### src/rtl/con_seq_pkg.sv
// rtl/con_seq_pkg.sv - shared types and encodings for the con_seq control sequencer.
// Optional IRQ state is compiled in with CON_SEQ_IRQ_EN.
package con_seq_pkg;

    typedef enum logic [2:0] {
        S_IDLE,
        S_FETCH,
        S_EXEC,
        S_MEM,
        S_INW,
        S_HALT
`ifdef CON_SEQ_IRQ_EN
        ,
        S_IRQ
`endif
    } state_e;

    // Opcode values; the opcode field must be at least 4 bits wide to hold them.
    localparam int OP_MOVA  = 0;
    localparam int OP_MOVB  = 1;
    localparam int OP_MOVC  = 2;
    localparam int OP_ADD   = 3;
    localparam int OP_SUB   = 4;
    localparam int OP_AND   = 5;
    localparam int OP_NOT   = 6;
    localparam int OP_RSR   = 7;
    localparam int OP_RSL   = 8;
    localparam int OP_JMP   = 9;
    localparam int OP_JZ    = 10;
    localparam int OP_JC    = 11;
    localparam int OP_IN    = 12;
    localparam int OP_OUT   = 13;
    localparam int OP_NOP   = 14;
    localparam int OP_HALT  = 15;
    localparam int NUM_OPS  = 16;

    localparam logic [1:0] MADD_PC = 2'b00;
    localparam logic [1:0] MADD_RA = 2'b01;
    localparam logic [1:0] MADD_WA = 2'b10;

endpackage

### src/rtl/con_seq_dec.sv
// rtl/con_seq_dec.sv - combinational opcode to one-hot decode.
// Opcodes with no defined meaning decode to the NOP line.
module con_seq_dec
    import con_seq_pkg::*;
#(
    parameter int OPW = 4
) (
    input  logic [OPW-1:0]     i_op,
    output logic [NUM_OPS-1:0] o_oh
);

    logic [NUM_OPS-1:0] w_match;

    always_comb begin
        w_match = '0;
        for (int i = 0; i < NUM_OPS; i++) begin
            if (i_op == OPW'(i)) begin
                w_match[i] = 1'b1;
            end
        end
    end

    assign o_oh = (w_match == '0) ? (NUM_OPS'(1) << OP_NOP) : w_match;

endmodule

### src/rtl/con_seq.sv
// rtl/con_seq.sv - instruction control sequencer FSM driving datapath and memory strobes.
// Define CON_SEQ_IRQ_EN to add the irq input and the IRQ vectoring state.
module con_seq
    import con_seq_pkg::*;
#(
    parameter  int RN  = 4,
    parameter  int OPW = 4,
    localparam int RAW = $clog2(RN),
    localparam int IRW = OPW + 2 * RAW
) (
    input  logic           clk,
    input  logic           rst_n,
    input  logic [IRW-1:0] ir,
    input  logic           z,
    input  logic           c,
    input  logic           mem_ack,
    input  logic           in_vld,
`ifdef CON_SEQ_IRQ_EN
    input  logic           irq,
    output logic           irq_ack,
    output logic           pc_vec_ld,
`endif
    output logic           mem_req,
    output logic           mem_rd,
    output logic           mem_wr,
    output logic [1:0]     madd,
    output logic           ir_ld,
    output logic           pc_inc,
    output logic           pc_ld,
    output logic           reg_we,
    output logic [RAW-1:0] reg_wa,
    output logic [RAW-1:0] reg_ra,
    output logic [OPW-1:0] alu_s,
    output logic           alu_m,
    output logic           cf_en,
    output logic           zf_en,
    output logic           shi_fbus,
    output logic           shi_frbus,
    output logic           shi_flbus,
    output logic           in_en,
    output logic           out_en,
    output logic           halted
);

    state_e             r_state;
    state_e             w_next;
    state_e             w_fetch_tgt;
    logic [OPW-1:0]     w_op;
    logic [NUM_OPS-1:0] w_oh;

    assign w_op = ir[IRW-1 -: OPW];

    con_seq_dec #(.OPW(OPW)) u_dec (
        .i_op (w_op),
        .o_oh (w_oh)
    );

    // Register addresses are all-zero while reset is held, like every other output.
    assign reg_wa = rst_n ? ir[2*RAW-1:RAW] : '0;
    assign reg_ra = rst_n ? ir[RAW-1:0]     : '0;

`ifdef CON_SEQ_IRQ_EN
    assign w_fetch_tgt = irq ? S_IRQ : S_FETCH;
`else
    assign w_fetch_tgt = S_FETCH;
`endif

    always_ff @(posedge clk or negedge rst_n) begin
        if (!rst_n) begin
            r_state <= S_IDLE;
        end else begin
            r_state <= w_next;
        end
    end

    always_comb begin
        w_next    = r_state;
        mem_req   = 1'b0;
        mem_rd    = 1'b0;
        mem_wr    = 1'b0;
        madd      = MADD_PC;
        ir_ld     = 1'b0;
        pc_inc    = 1'b0;
        pc_ld     = 1'b0;
        reg_we    = 1'b0;
        alu_s     = '0;
        alu_m     = 1'b0;
        cf_en     = 1'b0;
        zf_en     = 1'b0;
        shi_fbus  = 1'b0;
        shi_frbus = 1'b0;
        shi_flbus = 1'b0;
        in_en     = 1'b0;
        out_en    = 1'b0;
        halted    = 1'b0;
`ifdef CON_SEQ_IRQ_EN
        irq_ack   = 1'b0;
        pc_vec_ld = 1'b0;
`endif
        case (r_state)
            S_IDLE: w_next = w_fetch_tgt;
            S_FETCH: begin
                mem_req = 1'b1;
                mem_rd  = 1'b1;
                madd    = MADD_PC;
                if (mem_ack) begin
                    ir_ld  = 1'b1;
                    pc_inc = 1'b1;
                    w_next = S_EXEC;
                end
            end
            S_EXEC: begin
                w_next = w_fetch_tgt;
                case (1'b1)
                    w_oh[OP_ADD], w_oh[OP_SUB]: begin
                        reg_we   = 1'b1;
                        alu_m    = 1'b1;
                        shi_fbus = 1'b1;
                        alu_s    = w_op;
                        cf_en    = 1'b1;
                        zf_en    = 1'b1;
                    end
                    w_oh[OP_AND], w_oh[OP_NOT]: begin
                        reg_we   = 1'b1;
                        alu_m    = 1'b1;
                        shi_fbus = 1'b1;
                        alu_s    = w_op;
                    end
                    w_oh[OP_MOVA]: begin
                        reg_we   = 1'b1;
                        shi_fbus = 1'b1;
                    end
                    w_oh[OP_RSR]: begin
                        reg_we    = 1'b1;
                        cf_en     = 1'b1;
                        shi_frbus = 1'b1;
                    end
                    w_oh[OP_RSL]: begin
                        reg_we    = 1'b1;
                        cf_en     = 1'b1;
                        shi_flbus = 1'b1;
                    end
                    w_oh[OP_OUT]: begin
                        out_en   = 1'b1;
                        shi_fbus = 1'b1;
                    end
                    w_oh[OP_MOVB], w_oh[OP_MOVC], w_oh[OP_JMP]: w_next = S_MEM;
                    // A conditional jump that is not taken must still skip its address word.
                    w_oh[OP_JZ]: begin
                        if (z) w_next = S_MEM;
                        else   pc_inc = 1'b1;
                    end
                    w_oh[OP_JC]: begin
                        if (c) w_next = S_MEM;
                        else   pc_inc = 1'b1;
                    end
                    w_oh[OP_IN]:   w_next = S_INW;
                    w_oh[OP_HALT]: w_next = S_HALT;
                    w_oh[OP_NOP]:  w_next = w_fetch_tgt;
                    default:       w_next = w_fetch_tgt;
                endcase
            end
            S_MEM: begin
                mem_req = 1'b1;
                if (w_oh[OP_MOVB]) begin
                    mem_rd = 1'b1;
                    madd   = MADD_RA;
                    reg_we = mem_ack;
                end else if (w_oh[OP_MOVC]) begin
                    mem_wr   = 1'b1;
                    madd     = MADD_WA;
                    shi_fbus = 1'b1;
                end else begin
                    mem_rd = 1'b1;
                    madd   = MADD_PC;
                    pc_ld  = mem_ack;
                end
                if (mem_ack) w_next = w_fetch_tgt;
            end
            S_INW: begin
                in_en = 1'b1;
                if (in_vld) begin
                    reg_we = 1'b1;
                    w_next = w_fetch_tgt;
                end
            end
            S_HALT: halted = 1'b1;
`ifdef CON_SEQ_IRQ_EN
            S_IRQ: begin
                irq_ack   = 1'b1;
                pc_vec_ld = 1'b1;
                w_next    = S_FETCH;
            end
`endif
            default: w_next = S_IDLE;
        endcase
    end

endmodule

### config.mk
export PLATFORM = sky130hd
export DESIGN_NAME = con_seq
export DESIGN_NICKNAME = d
export VERILOG_FILES = /design/src/rtl/con_seq_pkg.sv /design/src/rtl/con_seq_dec.sv /design/src/rtl/con_seq.sv
export SDC_FILE = /design/constraint.sdc
export NUM_CORES = 1
export LEC_CHECK = 0
export BUFFER_PORTS_ARGS = -buffer_cell sky130_fd_sc_hd__buf_2
export CAP_MARGIN = 20
export CORE_UTILIZATION = 43
export DETAILED_ROUTE_END_ITERATION = 10
export PLACE_DENSITY = 0.82
export SYNTH_ARGS = -nofsm -noshare
export SYNTH_HDL_FRONTEND = slang
export SYNTH_SLANG_ARGS = --single-unit
### constraint.sdc
create_clock -name clk -period 3 [get_ports clk]
set_input_delay 0.6 -clock clk [delete_from_list [all_inputs] [get_ports clk]]
set_output_delay 0.6 -clock clk [all_outputs]
set_load 0.05 [all_outputs]
==> impl_metrics.py, run 1 <==
metrics = {
    "cells_and_area": {
        "largestRegisters": "r_state x3",
        "layout_common_cells": "buf_2, nand2_1, nor2_1, a21oi_1, nand3_1",
        "top_register": "r_state",
        "multi_input_area_sq_um": 451.7,
        "largest_reg_flops": 3,
        "antenna_cells": 0,
        "nets": 140,
        "instances_no_fill": 140,
        "area_growth_pct": 30.66,
        "drive_gt1_frac": 0.3440,
        "final_common_cell": "buf_2",
        "final-seq-area_sq_um": 75.07,
        "fill_cells": 130,
    },
    "placed_design": {
        "placed_cells": 136,
        "dp_hpwl_um": 1193,
        "gp_congestion": 0.8222,
        "dp_slack_ns": 0.6033,
        "port-buffer-count": 38,
    },
    "timing": {
        "finalClockSkew_ns": 0.005380,
        "min_period_over_period": 0.8021,
        "fmax_mhz": 415.6,
        "setup_viol": 0,
        "hold_viol_final": 0,
        "layout_setup_ws_ns": 0.5938,
        "rsz0062_at_grt": "false",
        "fin_hold_ws_ns": 0.1671,
        "slew_violations": 0,
        "layout_min_cycle_time_ns": 2.406,
        "setup-tns-final_ns": 0,
    },
    "logic_synthesis": {
        "yosysUniqueCellTypes": 32,
        "synth-seq-cells": 3,
        "ys_seq_area_frac": 0.1268,
        "synth_top_area_cell": "dfrtp_1",
        "synth-edff-count": 0,
        "yosysWarnings": 0,
        "synth_area_leaders": "dfrtp_1, nand2_1, nor2_1, a21oi_1, buf_2",
        "syn_avg_cell_area_sq_um": 6.364,
        "synth_cells": 93,
        "synth_area_sq_um": 591.8,
        "async_reset_ff_frac": 1.000,
        "synth_ff_type": "dfrtp_1",
        "yosysTopAreaCellShare": 0.1268,
        "syn_nets": 107,
    },
    "clock_network": {
        "insertion_delay_ns": 0.24,
        "cts_htree_levels": 1,
        "post-cts-setup-buffer-count": 0,
        "clk_pin_slew_ns": 0.04,
        "clock_path_buffers": 2,
        "ctsRootBufferMaster": "clkbuf_4",
        "cts_buffers": 3,
        "cts_resized": 0,
        "cts.hold.buffers_added": 0,
        "cts_tree": "done",
        "cts_sinks": 3,
    },
    "worst_setup_path": {
        "r2r_slack_ns": 1.72,
        "end_kind": "primary output",
        "r2r-start": "r_state[0]",
        "critPathKind": "input port to primary output",
        "r2r_cells": 4,
        "worst_path_largest_cell_delay_ns": 0.35,
        "path_cells": "buf_2, nor2b_1, a21o_1, a21oi_1, o22ai_1, buf_2",
        "worst-path-buf-inv": 2,
        "cp.depth": 6,
        "crit_path_start": "ir[6]",
        "cp.required_ns": 2.40,
        "rr_endpoint": "r_state[2]",
        "cp_max_fo": 13,
        "critPathTopFamily": "buffers and inverters",
        "crit_arrival_ns": 1.81,
        "cp-endpoint": "shi_fbus",
        "path_common_cell": "buf_2",
        "slowest_stage": "nor2b_1",
        "start_kind": "input port",
    },
    "floorplanning": {
        "coreArea_sq_um": 1285,
        "num_rows": 13,
        "die-area_sq_um": 1529,
        "fp.dieW_um": 39.10,
        "die_height_um": 39.10,
        "pin_count": 40,
        "initial_core_util": 0.4606,
    },
    "routing": {
        "drt-total-wl_um": 1563,
        "viasPerCell": 5.436,
        "wl_per_cell_um": 11.16,
        "drt_iter0_drc": 8,
        "vias": 761,
        "drc_errors": 0,
        "drt_pass1_iterations": 4,
        "drt.antenna.violating_nets": 0,
    },
    "global_routing": {
        "antenna_found_initial": 0,
        "overflow": 0,
        "grt_max_degree": 21,
        "track_usage": 0.2212,
        "first_global_vias": 543,
        "grt_pass1_wl_um": 2290,
    },
    "min_path": {
        "min_path_type": "input port to asynchronous set/reset pin",
    },
    "pwr": {
        "power_leakage_uw": 0.0004013,
        "power.density_nw_per_um2": 658.6,
        "irDropWorstVdd_v": 0.0003846,
        "p_total_uw": 509.2,
    },
    "flow_run": {
        "drv_cap": 0,
    },
    "outcome": {
        "outcome": "finished, final reports clean",
    },
}
report_power, final:
| group | switching (uW) | leakage (uW) | internal [uW] |
|---|---|---|---|
| Sequential | 35.9 | 0.0000364 | 54.7 |
| Clock | 21.5 | 0.0000150 | 49.8 |
| Combinational | 258 | 0.000350 | 89.7 |
| Total | 315 | 0.000401 | 194 |
cell type report:
type | count | share of cell area
Tap cell | 15 | 0.02427
Multi-Input combinational cell | 77 | 0.5841
Timing Repair Buffer | 38 | 0.2460
Sequential cell | 3 | 0.09709
Inverter | 3 | 0.01456
Clock buffer | 4 | 0.03398
per-stage QoR:
step,util,instance area (sq um)
3_3_place_gp,0.5813,747.0
4_1_cts,0.6018,773.2
6_report,0.6018,773.2
2_1_floorplan,-,598.1
3_5_place_dp,0.5813,747.0
5_1_grt,0.6018,773.2
metal layers:
layer	vias up	part of all wire	routed length, um	global-route usage
met3	2	0.086	134	0.05202
met2	39	0.49	762	0.3667
li1	380	-	-	-
met4	0	0.0090	14	0.1034
met5	-	0	0	0
met1	340	0.42	651	0.2637
worst register-to-register path, stage by stage (launching register included):
cell and delay (ns):
dfrtp_1 0.46, nand2b_1 0.23, nor2_1 0.25, nand3_1 0.12, o21bai_1 0.14
cells by family (layout without fill, tap and decap cells):
logic type | count (synthesis) | count (layout) | synth area share
other | 1 | 1 | 0.006336
muxes | 2 | 2 | 0.03383
xor gates and xnor gates | 4 | 4 | 0.05921
DFF | 3 | 3 | 0.1268
and+or+nand+nor | 51 | 51 | 0.4524
buffers and inverters | 13 | 45 | 0.1205
AOI/OAI and AO/OA | 19 | 19 | 0.2009
Yosys cell counts, types with 2 or more instances:
library cell	count
xor2_1	3
nor2b_1	3
and2_1	4
a211oi_1	2
a21oi_1	6
buf_4	4
nand2_1	12
or3_1	2
nor4_1	2
nor3b_1	2
nand2b_1	2
o21ai_0	4
dfrtp_1	3
mux2i_1	2
o22ai_1	2
inv_1	3
nand3_1	5
buf_2	6
nor2_1	12
nor3_1	2
worst min path at each step:
stage,to,slack (ns),depth (start not counted)
final,r_state[1],0.17,1
after global routing,r_state[1],0.17,1
after CTS,r_state[1],0.17,1
after detailed placement,r_state[1],0.42,1
after global placement,r_state[1],0.41,1
after floorplan,r_state[0],0.30,0
No activity file was read; power rests on OpenSTA's default activity.
==> run 2, diff against run 1 <==
--- a/config.mk
+++ b/config.mk
@@ -7,9 +7,9 @@
 export LEC_CHECK = 0
 export BUFFER_PORTS_ARGS = -buffer_cell sky130_fd_sc_hd__buf_2
 export CAP_MARGIN = 20
-export CORE_UTILIZATION = 43
+export CORE_UTILIZATION = 40
 export DETAILED_ROUTE_END_ITERATION = 10
-export PLACE_DENSITY = 0.82
+export PLACE_DENSITY = 0.77
 export SYNTH_ARGS = -nofsm -noshare
 export SYNTH_HDL_FRONTEND = slang
 export SYNTH_SLANG_ARGS = --single-unit
==> constraint.sdc (replaced) <==
create_clock -name clk -period 2.3 [get_ports clk]
set_input_delay 0.46 -clock clk [delete_from_list [all_inputs] [get_ports clk]]
set_output_delay 0.46 -clock clk [all_outputs]
set_load 0.05 [all_outputs]
==> impl_metrics.py, run 2 (synthesized netlist as in run 1, its figures left out) <==
metrics = {
    "floorplanning": {
        "num_rows": 13,
        "pin_count": 40,
        "die-area_sq_um": 1637,
        "initial_core_util": 0.4437,
        "coreArea_sq_um": 1334,
        "fp.dieW_um": 40.47,
        "die_height_um": 40.47,
    },
    "clock_network": {
        "post-cts-setup-buffer-count": 0,
        "cts.hold.buffers_added": 0,
        "cts_htree_levels": 1,
        "clk_pin_slew_ns": 0.04,
        "cts_sinks": 3,
        "insertion_delay_ns": 0.24,
        "cts_tree": "done",
        "cts_buffers": 3,
        "ctsRootBufferMaster": "clkbuf_4",
        "cts_resized": 0,
        "clock_path_buffers": 2,
    },
    "global_routing": {
        "overflow": 0,
        "grt_pass1_wl_um": 2318,
        "antenna_found_initial": 0,
        "grt_max_degree": 21,
        "first_global_vias": 506,
        "track_usage": 0.2138,
    },
    "worst_setup_path": {
        "critPathKind": "flop to primary output",
        "path_cells": "and2b_2, nand3_1, nor3b_4, buf_2",
        "crit_arrival_ns": 1.72,
        "critPathTopFamily": "simple AND/OR/NAND/NOR gates",
        "cp.required_ns": 1.84,
        "end_kind": "primary output",
        "cp_max_fo": 9,
        "worst-path-buf-inv": 1,
        "worst_path_largest_cell_delay_ns": 0.47,
        "start_kind": "flop",
        "slowest_stage": "dfrtp_1",
    },
    "routing": {
        "drc_errors": 0,
        "wl_per_cell_um": 11.25,
        "drt_iter0_drc": 16,
        "drt_pass1_iterations": 4,
        "drt.antenna.violating_nets": 0,
        "viasPerCell": 5.246,
        "vias": 745,
        "drt-total-wl_um": 1598,
    },
    "placed_design": {
        "gp_congestion": 0.8121,
        "placed_cells": 138,
        "dp_hpwl_um": 1224,
        "port-buffer-count": 38,
    },
    "pwr": {
        "irDropWorstVdd_v": 0.0005695,
        "power_leakage_uw": 0.0004192,
        "power.density_nw_per_um2": 848.5,
    },
    "timing": {
        "finalClockSkew_ns": 0.002463,
        "rsz0062_at_grt": "false",
        "hold_viol_final": 0,
        "fin_hold_ws_ns": 0.02623,
        "fmax_mhz": 459.6,
        "setup-tns-final_ns": 0,
        "layout_min_cycle_time_ns": 2.176,
        "min_period_over_period": 0.9461,
        "slew_violations": 0,
        "setup_viol": 0,
    },
    "cells_and_area": {
        "largestRegisters": "r_state x3",
        "final_common_cell": "buf_2",
        "drive_gt1_frac": 0.4173,
        "instances_no_fill": 142,
        "top_register": "r_state",
        "antenna_cells": 0,
        "nets": 142,
        "largest_reg_flops": 3,
        "fill_cells": 132,
        "layout_common_cells": "buf_2, nand2_1, nor2_1, a21oi_1, nand3_1",
        "final-seq-area_sq_um": 76.32,
        "multi_input_area_sq_um": 499.2,
        "area_growth_pct": 41.44,
    },
    "min_path": {
        "min_path_type": "input port to asynchronous set/reset pin",
    },
    "flow_run": {
        "drv_cap": 0,
    },
    "outcome": {
        "outcome": "finished, final reports clean",
    },
}
[run 2: cell types whose count changed in the layout (fill, tap and decap cells not counted), sizes merged]
| cell | delta |
|---|---|
| buf | +2 |
[run 2: worst paths after layout]
kind,start,to,slack [ns],cells past startpoint
worst max-delay path,r_state[2],madd[0],0.12,4
worst min-delay path,rst_n,r_state[1],0.03,1
worst max register to register,r_state[2],r_state[0],0.98,4
worst min register to register,r_state[2],r_state[1],0.61,1
max in group asynchronous,rst_n,r_state[1],2.13,1
min in group clk,mem_ack,r_state[1],0.55,4
[run 2: stage by stage]
stage                     cell area, sq um  total power (uW)    util  worst slack [ns]
final                                837.1             710.3  0.6276            0.1240
after global routing                 837.1             758.9  0.6276           0.03718
after CTS                            833.3             711.7  0.6248           0.02790
after detailed placement             807.0             612.4  0.6051            0.1602
after global placement               807.0             608.1  0.6051            0.1962
after floorplan                      643.1             512.1       -          0.004569
[run 2: metal layers]
metal,GRT usage,wire (um),up-vias
li1,-,-,384
met1,0.2987,780,334
met2,0.2897,729,25
met3,0.08333,77,2
met4,0.07500,11,0
met5,0,0,-
[run 2: area by class of cell]
cell class / instances / share of cell area
Multi-Input combinational cell: 77 / 0.5964
Timing Repair Buffer: 40 / 0.2451
Clock buffer: 4 / 0.03139
Sequential cell: 3 / 0.09118
Tap cell: 15 / 0.02242
Inverter: 3 / 0.01345
[run 2: worst reg2reg max path, cell delays in order, from the launching register on]
cell and delay [ns]:
dfrtp_1 0.50, and2b_2 0.29, nand2_1 0.19, nor2_1 0.09, a211oi_1 0.16
[run 2: power breakdown]
group	switching (uW)	internal (uW)
clock network	29.4	65.1
logic	367	142
registers	34.3	73.4
total	430	280
==> run 3, diff against run 2 <==
--- a/config.mk
+++ b/config.mk
@@ -10,6 +10,7 @@
 export CORE_UTILIZATION = 40
 export DETAILED_ROUTE_END_ITERATION = 10
 export PLACE_DENSITY = 0.77
+export RECOVER_POWER = 100
 export SYNTH_ARGS = -nofsm -noshare
 export SYNTH_HDL_FRONTEND = slang
 export SYNTH_SLANG_ARGS = --single-unit
==> impl_metrics.py, run 3 (synthesized netlist as in run 1, its figures left out) <==
metrics = {
    "outcome": {
        "outcome": "finished, final reports clean",
    },
    "worst_setup_path": {
        "r2r_slack_ns": 0.98,
        "rr_endpoint": "r_state[0]",
        "critPathTopFamily": "simple AND/OR/NAND/NOR gates",
        "worst_path_largest_cell_delay_ns": 0.34,
        "critPathKind": "input port to primary output",
        "cp.required_ns": 1.84,
        "cp.depth": 6,
        "path_common_cell": "clkbuf_2",
        "r2r-start": "r_state[2]",
        "path_cells": "clkbuf_2, nand2_1, nor2_1, o21a_1, or3_1, clkbuf_2",
        "start_kind": "input port",
        "r2r_cells": 4,
        "worst-path-buf-inv": 2,
        "crit_path_start": "ir[4]",
        "cp-endpoint": "reg_we",
        "cp_max_fo": 20,
        "slowest_stage": "or3_1",
        "end_kind": "primary output",
        "crit_arrival_ns": 1.74,
    },
    "routing": {
        "drt_pass1_iterations": 3,
        "drt_iter0_drc": 6,
        "drt-total-wl_um": 1588,
        "viasPerCell": 5.225,
        "vias": 742,
        "drt.antenna.violating_nets": 0,
        "wl_per_cell_um": 11.18,
        "drc_errors": 0,
    },
    "floorplanning": {
        "die-area_sq_um": 1637,
        "die_height_um": 40.47,
        "coreArea_sq_um": 1334,
        "initial_core_util": 0.4437,
        "num_rows": 13,
        "pin_count": 40,
        "fp.dieW_um": 40.47,
    },
    "pwr": {
        "power.density_nw_per_um2": 854.3,
        "power_leakage_uw": 0.0003783,
        "irDropWorstVdd_v": 0.0005666,
        "p_total_uw": 706.6,
    },
    "cells_and_area": {
        "fill_cells": 134,
        "area_growth_pct": 39.75,
        "nets": 142,
        "drive_gt1_frac": 0.3543,
        "final_common_cell": "clkbuf_2",
        "largestRegisters": "r_state x3",
        "top_register": "r_state",
        "largest_reg_flops": 3,
        "layout_common_cells": "clkbuf_2, buf_2, nand2_1, nor2_1, clkbuf_1",
        "antenna_cells": 0,
    },
    "timing": {
        "slew_headroom": 0.6035,
        "setup-tns-final_ns": 0,
        "fmax_mhz": 455.2,
        "min_period_over_period": 0.9551,
        "hold_viol_final": 0,
        "rsz0062_at_grt": "false",
        "layout_min_cycle_time_ns": 2.197,
        "slew_violations": 0,
        "setup_viol": 0,
        "tightest_slew_ns": 0.5974,
        "finalClockSkew_ns": 0.002292,
        "layout_setup_ws_ns": 0.1032,
    },
    "flow_run": {
        "drv_cap": 0,
    },
    "clock_network": {
        "ctsRootBufferMaster": "clkbuf_4",
        "cts_tree": "done",
        "clock_path_buffers": 2,
        "clk_pin_slew_ns": 0.04,
        "cts_sinks": 3,
        "cts_buffers": 3,
        "insertion_delay_ns": 0.24,
        "cts_htree_levels": 1,
    },
    "placed_design": {
        "dp_slack_ns": 0.1602,
        "gp_congestion": 0.8121,
        "dp_hpwl_um": 1224,
        "port-buffer-count": 38,
    },
    "global_routing": {
        "overflow": 0,
        "track_usage": 0.2138,
        "grt_pass1_wl_um": 2318,
        "antenna_found_initial": 0,
        "first_global_vias": 506,
        "grt_max_degree": 21,
    },
    "min_path": {
        "min_path_type": "input port to asynchronous set/reset pin",
    },
}
## run 3: power by group
part / total (uW) / switching (uW) / internal, uW
clock network: 95.5 / 30.3 / 65.2
registers: 107 / 33.8 / 73.4
logic: 504 / 368 / 136
total: 707 / 432 / 275
## run 3: layout make-up
class,count,area [sq um],share of cell area
multi-input combinational,77,499.2,0.6036
sequential,3,76.32,0.09228
clock buffer,4,26.28,0.03177
inverter,3,11.26,0.01362
timing repair buffer,40,195.2,0.2360
tap,15,18.77,0.02269
## run 3: worst reg2reg max path: stages (launching register included)
cell      delay (ns)
dfrtp_1         0.49
and2b_2         0.29
nand2_1         0.19
nor2_1          0.09
a211oi_1        0.16
## run 3: worst min-delay path by stage
stage / start / to / slack (ns) / cells after the start
floorplan: rst_n / r_state[0] / 0.16 / 0
global placement: rst_n / r_state[0] / 0.27 / 1
detailed placement: rst_n / r_state[0] / 0.28 / 1
CTS: rst_n / r_state[1] / 0.02 / 1
global route: rst_n / r_state[1] / 0.08 / 1
finish: rst_n / r_state[1] / 0.06 / 1
## run 3: per-layer routing
metal	wire [um]	vias to the layer above	GRT usage
li1	-	385	-
met3	67	2	0.08333
met4	13	0	0.07500
met5	0	-	0
met1	780	334	0.2987
met2	726	21	0.2897
## run 3: repair_timing
item / in CTS / in global routing
resized for setup: 0 / 2
endpoints found under the setup margin: 0 / 4
hold buffers: 0 / 0
endpoints found under the hold margin: 0 / 0
setup buffers: 0 / 0
## run 3: through the flow
step	cell area (sq um)	instances	utilization	hold slack, ns
floorplan	643.1	93	-	0.1644
global placement	807.0	138	0.6051	0.2713
detailed placement	807.0	138	0.6051	0.2777
CTS	833.3	142	0.6248	0.02403
global route	827.0	142	0.6201	0.07617
finish	827.0	142	0.6201	0.06021
